File: config.mk
export PLATFORM = sky130hd
export DESIGN_NAME = des_key_sched_flat
export DESIGN_NICKNAME = d
export VERILOG_FILES = /design/src/rtl/des_pkg.sv /design/src/rtl/des_key_sched_if.sv /design/src/rtl/des_pc1.sv /design/src/rtl/des_key_sched.sv /design/src/flat_wrapper.sv
export SDC_FILE = /design/constraint.sdc
export NUM_CORES = 1
export LEC_CHECK = 0
export ABC_CLOCK_PERIOD_IN_PS = 1660
export CAP_MARGIN = 20
export CORE_MARGIN = 1
export CORE_UTILIZATION = 44
export CTS_CLUSTER_DIAMETER = 150
export DETAILED_ROUTE_END_ITERATION = 6
export GPL_ROUTABILITY_DRIVEN = 0
export PLACE_DENSITY = 0.87
export RECOVER_POWER = 100
export SYNTH_ARGS = -nofsm -noshare
export SYNTH_HDL_FRONTEND = slang
export SYNTH_SLANG_ARGS = --single-unit
File: constraint.sdc
create_clock -name clk -period 1.66 [get_ports clk]
set_input_delay 0.332 -clock clk [delete_from_list [all_inputs] [get_ports clk]]
set_output_delay 0.332 -clock clk [all_outputs]
set_load 0.02 [all_outputs]
File: src/rtl/des_pkg.sv
`default_nettype none
// ============================================================================
// Module      : des_pkg
// Description : Shared widths, DES PC1/shift tables, FSM encoding and the
//               28-bit half-key rotation helper for the DES key schedule.
// Revision    : 1.0 - initial release
// ============================================================================
package des_pkg;

    localparam int KEY_W  = 64;
    localparam int CD_W   = 56;
    localparam int HALF_W = 28;
    localparam int RK_W   = 48;

    // Left-rotate amount that produces encrypt round key n from round key n-1
    localparam int SHIFT_SCHED [1:16] = '{1, 1, 2, 2, 2, 2, 2, 2,
                                          1, 2, 2, 2, 2, 2, 2, 1};

    // PC1 source bit (1 = key MSB) for each C||D output bit 1..56
    localparam int PC1_TAB [1:56] = '{57, 49, 41, 33, 25, 17,  9,
                                       1, 58, 50, 42, 34, 26, 18,
                                      10,  2, 59, 51, 43, 35, 27,
                                      19, 11,  3, 60, 52, 44, 36,
                                      63, 55, 47, 39, 31, 23, 15,
                                       7, 62, 54, 46, 38, 30, 22,
                                      14,  6, 61, 53, 45, 37, 29,
                                      21, 13,  5, 28, 20, 12,  4};

    typedef enum logic [1:0] {
        ST_IDLE = 2'd0,
        ST_RUN  = 2'd1,
        ST_FIN  = 2'd2
    } state_t;

    typedef logic [HALF_W-1:0] half_t;

    function automatic half_t rotate_half(input half_t x, input logic right, input logic two);
        half_t r;
        case ({right, two})
            2'b00:   r = {x[HALF_W-2:0], x[HALF_W-1]};
            2'b01:   r = {x[HALF_W-3:0], x[HALF_W-1:HALF_W-2]};
            2'b10:   r = {x[0], x[HALF_W-1:1]};
            default: r = {x[1:0], x[HALF_W-1:2]};
        endcase
        return r;
    endfunction

endpackage
`default_nettype wire

File: src/rtl/des_key_sched_if.sv
`default_nettype none
// ============================================================================
// Module      : des_key_sched_if
// Description : Start/key request and round-key valid/ready stream bundle.
// Revision    : 1.0 - initial release
// ============================================================================
interface des_key_sched_if;
    import des_pkg::*;

    logic              start;
    logic [1:KEY_W]    key_64;
    logic              decrypt;
    logic              rk_ready;
    logic              rk_valid;
    logic [1:CD_W]     rk_56;
    logic [3:0]        round_idx;
    logic              busy;
    logic              done;

    modport master (
        output start, key_64, decrypt, rk_ready,
        input  rk_valid, rk_56, round_idx, busy, done
    );

    modport slave (
        input  start, key_64, decrypt, rk_ready,
        output rk_valid, rk_56, round_idx, busy, done
    );

endinterface
`default_nettype wire

File: src/rtl/des_pc1.sv
`default_nettype none
// ============================================================================
// Module      : des_pc1
// Description : DES Permuted Choice 1, 64-bit key to 56-bit C||D (pure wiring).
// Revision    : 1.0 - initial release
// ============================================================================
module des_pc1
    import des_pkg::*;
(
    input  logic [1:KEY_W] i_key_64,
    output logic [1:CD_W]  o_cd_56
);

    for (genvar i = 1; i <= CD_W; i++) begin : g_pc1
        assign o_cd_56[i] = i_key_64[PC1_TAB[i]];
    end

    // Parity bits never reach the schedule
    logic w_unused_parity;
    assign w_unused_parity = ^{i_key_64[8],  i_key_64[16], i_key_64[24], i_key_64[32],
                               i_key_64[40], i_key_64[48], i_key_64[56], i_key_64[64]};

endmodule
`default_nettype wire

File: src/rtl/des_key_sched.sv
`default_nettype none
// ============================================================================
// Module      : des_key_sched
// Description : Emits the 16 DES round keys (C||D, pre-PC2) for one key, one
//               per valid/ready handshake, in encrypt or decrypt order.
// Revision    : 1.0 - initial release
// ============================================================================
module des_key_sched
    import des_pkg::*;
(
    input  logic           clk,
    input  logic           reset,
    des_key_sched_if.slave bus
);

    state_t       r_state;
    state_t       w_state_nxt;
    half_t        r_c;
    half_t        r_d;
    logic         r_dir;
    logic [3:0]   r_idx;

    logic [1:CD_W] w_pc1;
    half_t         w_c0;
    half_t         w_d0;
    logic          w_hs;
    logic          w_last;
    logic          w_adv;
    logic          w_two;
    logic [15:0]   w_enc_two;
    logic [15:0]   w_dec_two;

    des_pc1 u_pc1 (
        .i_key_64 (bus.key_64),
        .o_cd_56  (w_pc1)
    );

    assign w_c0 = w_pc1[1:HALF_W];
    assign w_d0 = w_pc1[HALF_W+1:CD_W];

    // Per-current-index step size: encrypt walks the table forward from
    // entry 2, decrypt walks it backward from entry 16 (rotating right).
    for (genvar i = 0; i < 16; i++) begin : g_sched
        if (i < 15) begin : g_step
            assign w_enc_two[i] = (SHIFT_SCHED[i+2]  == 2);
            assign w_dec_two[i] = (SHIFT_SCHED[16-i] == 2);
        end else begin : g_end
            assign w_enc_two[i] = 1'b0;
            assign w_dec_two[i] = 1'b0;
        end
    end

    assign w_two  = r_dir ? w_dec_two[r_idx] : w_enc_two[r_idx];
    assign w_hs   = (r_state == ST_RUN) && bus.rk_ready;
    assign w_last = (r_idx == 4'd15);
    assign w_adv  = w_hs && !w_last;

    always_ff @(posedge clk) begin
        if (reset) begin
            r_state <= ST_IDLE;
        end else begin
            r_state <= w_state_nxt;
        end
    end

    always_comb begin
        w_state_nxt = r_state;
        case (r_state)
            ST_IDLE: if (bus.start)         w_state_nxt = ST_RUN;
            ST_RUN:  if (w_hs && w_last)    w_state_nxt = ST_FIN;
            ST_FIN:                         w_state_nxt = ST_IDLE;
            default:                        w_state_nxt = ST_IDLE;
        endcase
    end

    // Decrypt starts from PC1 itself (the encrypt round-16 key) and unwinds
    always_ff @(posedge clk) begin
        if (reset) begin
            r_c   <= '0;
            r_d   <= '0;
            r_dir <= 1'b0;
            r_idx <= '0;
        end else begin
            case (r_state)
                ST_IDLE: begin
                    if (bus.start) begin
                        r_c   <= bus.decrypt ? w_c0 : rotate_half(w_c0, 1'b0, 1'b0);
                        r_d   <= bus.decrypt ? w_d0 : rotate_half(w_d0, 1'b0, 1'b0);
                        r_dir <= bus.decrypt;
                        r_idx <= '0;
                    end
                end
                ST_RUN: begin
                    if (w_adv) begin
                        r_c   <= rotate_half(r_c, r_dir, w_two);
                        r_d   <= rotate_half(r_d, r_dir, w_two);
                        r_idx <= r_idx + 4'd1;
                    end
                end
                default: ;
            endcase
        end
    end

    assign bus.rk_valid  = (r_state == ST_RUN);
    assign bus.busy      = (r_state == ST_RUN);
    assign bus.done      = (r_state == ST_FIN);
    assign bus.rk_56     = {r_c, r_d};
    assign bus.round_idx = r_idx;

endmodule
`default_nettype wire

File: src/flat_wrapper.sv
// flat-port wrapper written by rule: the top's interface ports become plain ports
module des_key_sched_flat import des_pkg::*;
  (clk, reset, bus_start, bus_key_64, bus_decrypt, bus_rk_ready, bus_rk_valid, bus_rk_56, bus_round_idx, bus_busy, bus_done);
  des_key_sched_if bus_i ();
  input  logic clk;
  input  logic reset;
  input wire logic [$bits(bus_i.start)-1:0] bus_start;
  input wire logic [$bits(bus_i.key_64)-1:0] bus_key_64;
  input wire logic [$bits(bus_i.decrypt)-1:0] bus_decrypt;
  input wire logic [$bits(bus_i.rk_ready)-1:0] bus_rk_ready;
  output wire logic [$bits(bus_i.rk_valid)-1:0] bus_rk_valid;
  output wire logic [$bits(bus_i.rk_56)-1:0] bus_rk_56;
  output wire logic [$bits(bus_i.round_idx)-1:0] bus_round_idx;
  output wire logic [$bits(bus_i.busy)-1:0] bus_busy;
  output wire logic [$bits(bus_i.done)-1:0] bus_done;
  assign bus_i.start = bus_start;
  assign bus_i.key_64 = bus_key_64;
  assign bus_i.decrypt = bus_decrypt;
  assign bus_i.rk_ready = bus_rk_ready;
  assign bus_rk_valid = bus_i.rk_valid;
  assign bus_rk_56 = bus_i.rk_56;
  assign bus_round_idx = bus_i.round_idx;
  assign bus_busy = bus_i.busy;
  assign bus_done = bus_i.done;
  des_key_sched u_core (.clk(clk), .reset(reset), .bus(bus_i));
endmodule
==> results.cfg <==
[setup_path]
crit_family = buffers and inverters
cp_max_fo = 14
worstPathArrival_ps = 1950
end_kind = register
crit_type = input pin to register
slowest_delay_ps = 470
cp.required_ps = 1880
startpoint_type = input pin
slowest_stage = clkdlybuf4s50_1
path_buf_inv = 5
cp_common_cell = buf_6
path_cells = clkdlybuf4s50_1, nor3b_4, a31oi_4, buf_12, buf_6, buf_6, clkbuf_16, a21oi_1, nor2_1

[sta]
whs_ps = 301
drv_slew = 0
finalCritPeriodShare_pct = 104
rsz0062_at_grt = true
setup_ws_ps = -70.7
tightest_slew_ps = 352
hold_viol = 0
fin_worst_skew_ps = 8.92
relSlewSlack_pct = 76.3
fin_crit_ps = 1730
fmax_mhz = 578
finalSetupViolCount = 46

[grt]
grt_pass1_wl_um = 23500
grt_max_degree = 67
antenna_found_initial = 0
grt_overflow = 0
grtUsageTotal_pct = 26.6
grt_pass1_vias = 4577

[route]
dr.pass1.iters = 5
initialDrtViolationCount = 376
vias = 4971
post-route-drc-count = 0
via_per_inst = 6.52
wl_per_cell_um = 22.1
ant_nets = 0
route.final.wire_length_um = 16900

[placement]
port_buffers = 123
dp_hpwl_um = 9140
dp_slack_ps = -316

[cts]
clkSinkCount = 64
cts_buffer_depth = 2
numCtsBuffers = 9
cts_root_buf = clkbuf_8
h-tree-depth = 3
cts_hold_buf = 0
cts.clk_slew.worst_paths_ps = 70
clock_latency_ps = 340
cts_tree = built

[die]
die-area_um2 = 11300
die_y_um = 106
die_x_um = 106
rows = 37
start_util_pct = 45.8
core_region_area_um2 = 10400
num_io_pins = 132

[logic_synthesis]
syn-instance-count = 487
async_flop_share_pct = 0
yosysMostFrequentCell = nor2_1
synthesis.nets = 557
synth_edf_count = 0
yosysTopAreaCell = dfxtp_1
ys_warn_count = 0
synth_commonest_cells = 117 x nor2_1, 64 x dfxtp_1, 59 x a21oi_1
synth_seq_area_share_pct = 26.8
synthDominantCellAreaShare_pct = 26.8
synth.distinct_cells = 31
avgSynthCellArea_um2 = 9.80
synthFlopType = dfxtp_1
synth_area_um2 = 4770
synth.area.top_cells = dfxtp_1 27%, mux4_2 26%, mux2i_1 12%, nor2_1 9.2%, a211oi_1 8.8%
synth_seq_cells = 64

[power]
p_int_mw = 3.41
sw_frac_of_total_pct = 35.6
p_sw_mw = 1.89
p_per_area_nw_per_um2 = 747
clockPowerShare_pct = 24.1
comb_power_share_pct = 39.6
seqPwrFrac_pct = 36.2
p_leak_nw = 2.92
ir_drop_v = 0.000386

[final_layout]
syn2layout_area_growth_pct = 48.6
layout-drive-gt1-share_pct = 30.5
nFillCells = 760
finalNetCount = 692
num_antenna_cells = 0

[run_status]
violations = negative setup slack
run_status = finished with violations

[job]
max_cap_viol_count = 0

[worst_hold_path]
hp-class = input pin to register
cell families after synthesis:
group,count (synthesis),share of synthesized area (%)
AOI/OAI and AO/OA,120,16.2
xor gates and xnor gates,1,0.183
adders and majority gates,1,0.262
buffers and inverters,55,6.84
DFF,64,26.8
muxes,114,38.6
and+or+nand+nor,132,11.1
registers in the layout, summed over array words and instances (netlist names):
register and count:
u_core.bus.round_idx 4, u_core.r_d 28, u_core.w_two 1, u_core.r_state 2, u_core.r_dir 1, u_core.r_c 28
per-stage QoR:
step | instances | cell area [µm²] | setup TNS, ps | total power, mW | utilization [%]
finish | 763 | 7100 | -1550 | 5.30 | 68.1
global route | 763 | 7100 | -3320 | 5.52 | 68.1
CTS | 748 | 6590 | -28.7 | 5.00 | 63.3
detailed placement | 718 | 6200 | -15800 | 3.66 | 59.5
global placement | 718 | 6200 | -13680 | 3.60 | 59.5
floorplan | 487 | 4780 | 0 | 2.99 | -
metal layers:
layer | vias to the layer above | routed length [µm] | GRT usage [%]
li1 | 2130 | - | -
met1 | 2418 | 6180 | 31.8
met2 | 353 | 8630 | 46.3
met3 | 70 | 1450 | 4.78
met4 | 0 | 599 | 12.5
met5 | - | 0 | 0
final timing paths:
path	endpoint	cells past startpoint	from	slack, ps
worst min register to register	u_core.r_d[20]	2	u_core.r_d[20]	580
worst max-delay path	u_core.r_c[0]	9	bus_start	-70
worst max register to register	u_core.r_c[27]	7	u_core.r_dir	-60
worst min-delay path	u_core.bus.round_idx[0]	2	reset	300
timing repair:
| item | in CTS | in global routing |
|---|---|---|
| gates cloned | 6 | 9 |
| pin swaps | 3 | 31 |
| setup endpoints to repair | 119 | 59 |
| resized for setup | 76 | 70 |
| setup buffers | 9 | 8 |
cells in the final DEF (no fill, tap or decap), types with 2 or more instances in the layout:
master and n:
nor2_1 102, dlygate4sd2_1 61, buf_6 6, nor2_2 15, a211oi_1 45, mux2i_1 58
buf_12 14, dfxtp_1 58, and3_1 2, clkinv_2 3, a21oi_2 23, dfxtp_4 2
dfxtp_2 4, clkdlybuf4s50_1 58, mux4_2 56, inv_1 2, buf_16 6, a21oi_1 35
clkbuf_8 12, nor3_1 3, clkbuf_16 9, a211oi_2 11, and2_1 2, buf_4 17
power by group through the flow:
stage	clock network, mW	logic (mW)	registers, mW
6_report	1.28	2.10	1.92
5_1_grt	1.37	2.21	1.94
4_1_cts	1.28	1.82	1.90
3_5_place_dp	0	1.73	1.94
3_3_place_gp	0	1.68	1.92
2_1_floorplan	0	0.984	2.01
cell type report:
type,count,area [µm²],share of cell area [%]
tap,136,170,2.40
inverter,3,13.8,0.194
timing repair buffer,176,2020,28.5
clock buffer,13,169,2.38
sequential,64,1290,18.2
multi-input combinational,368,3410,48.1
clock inverter,3,15.0,0.212
Note: power is estimated with default switching activity, not from simulation.
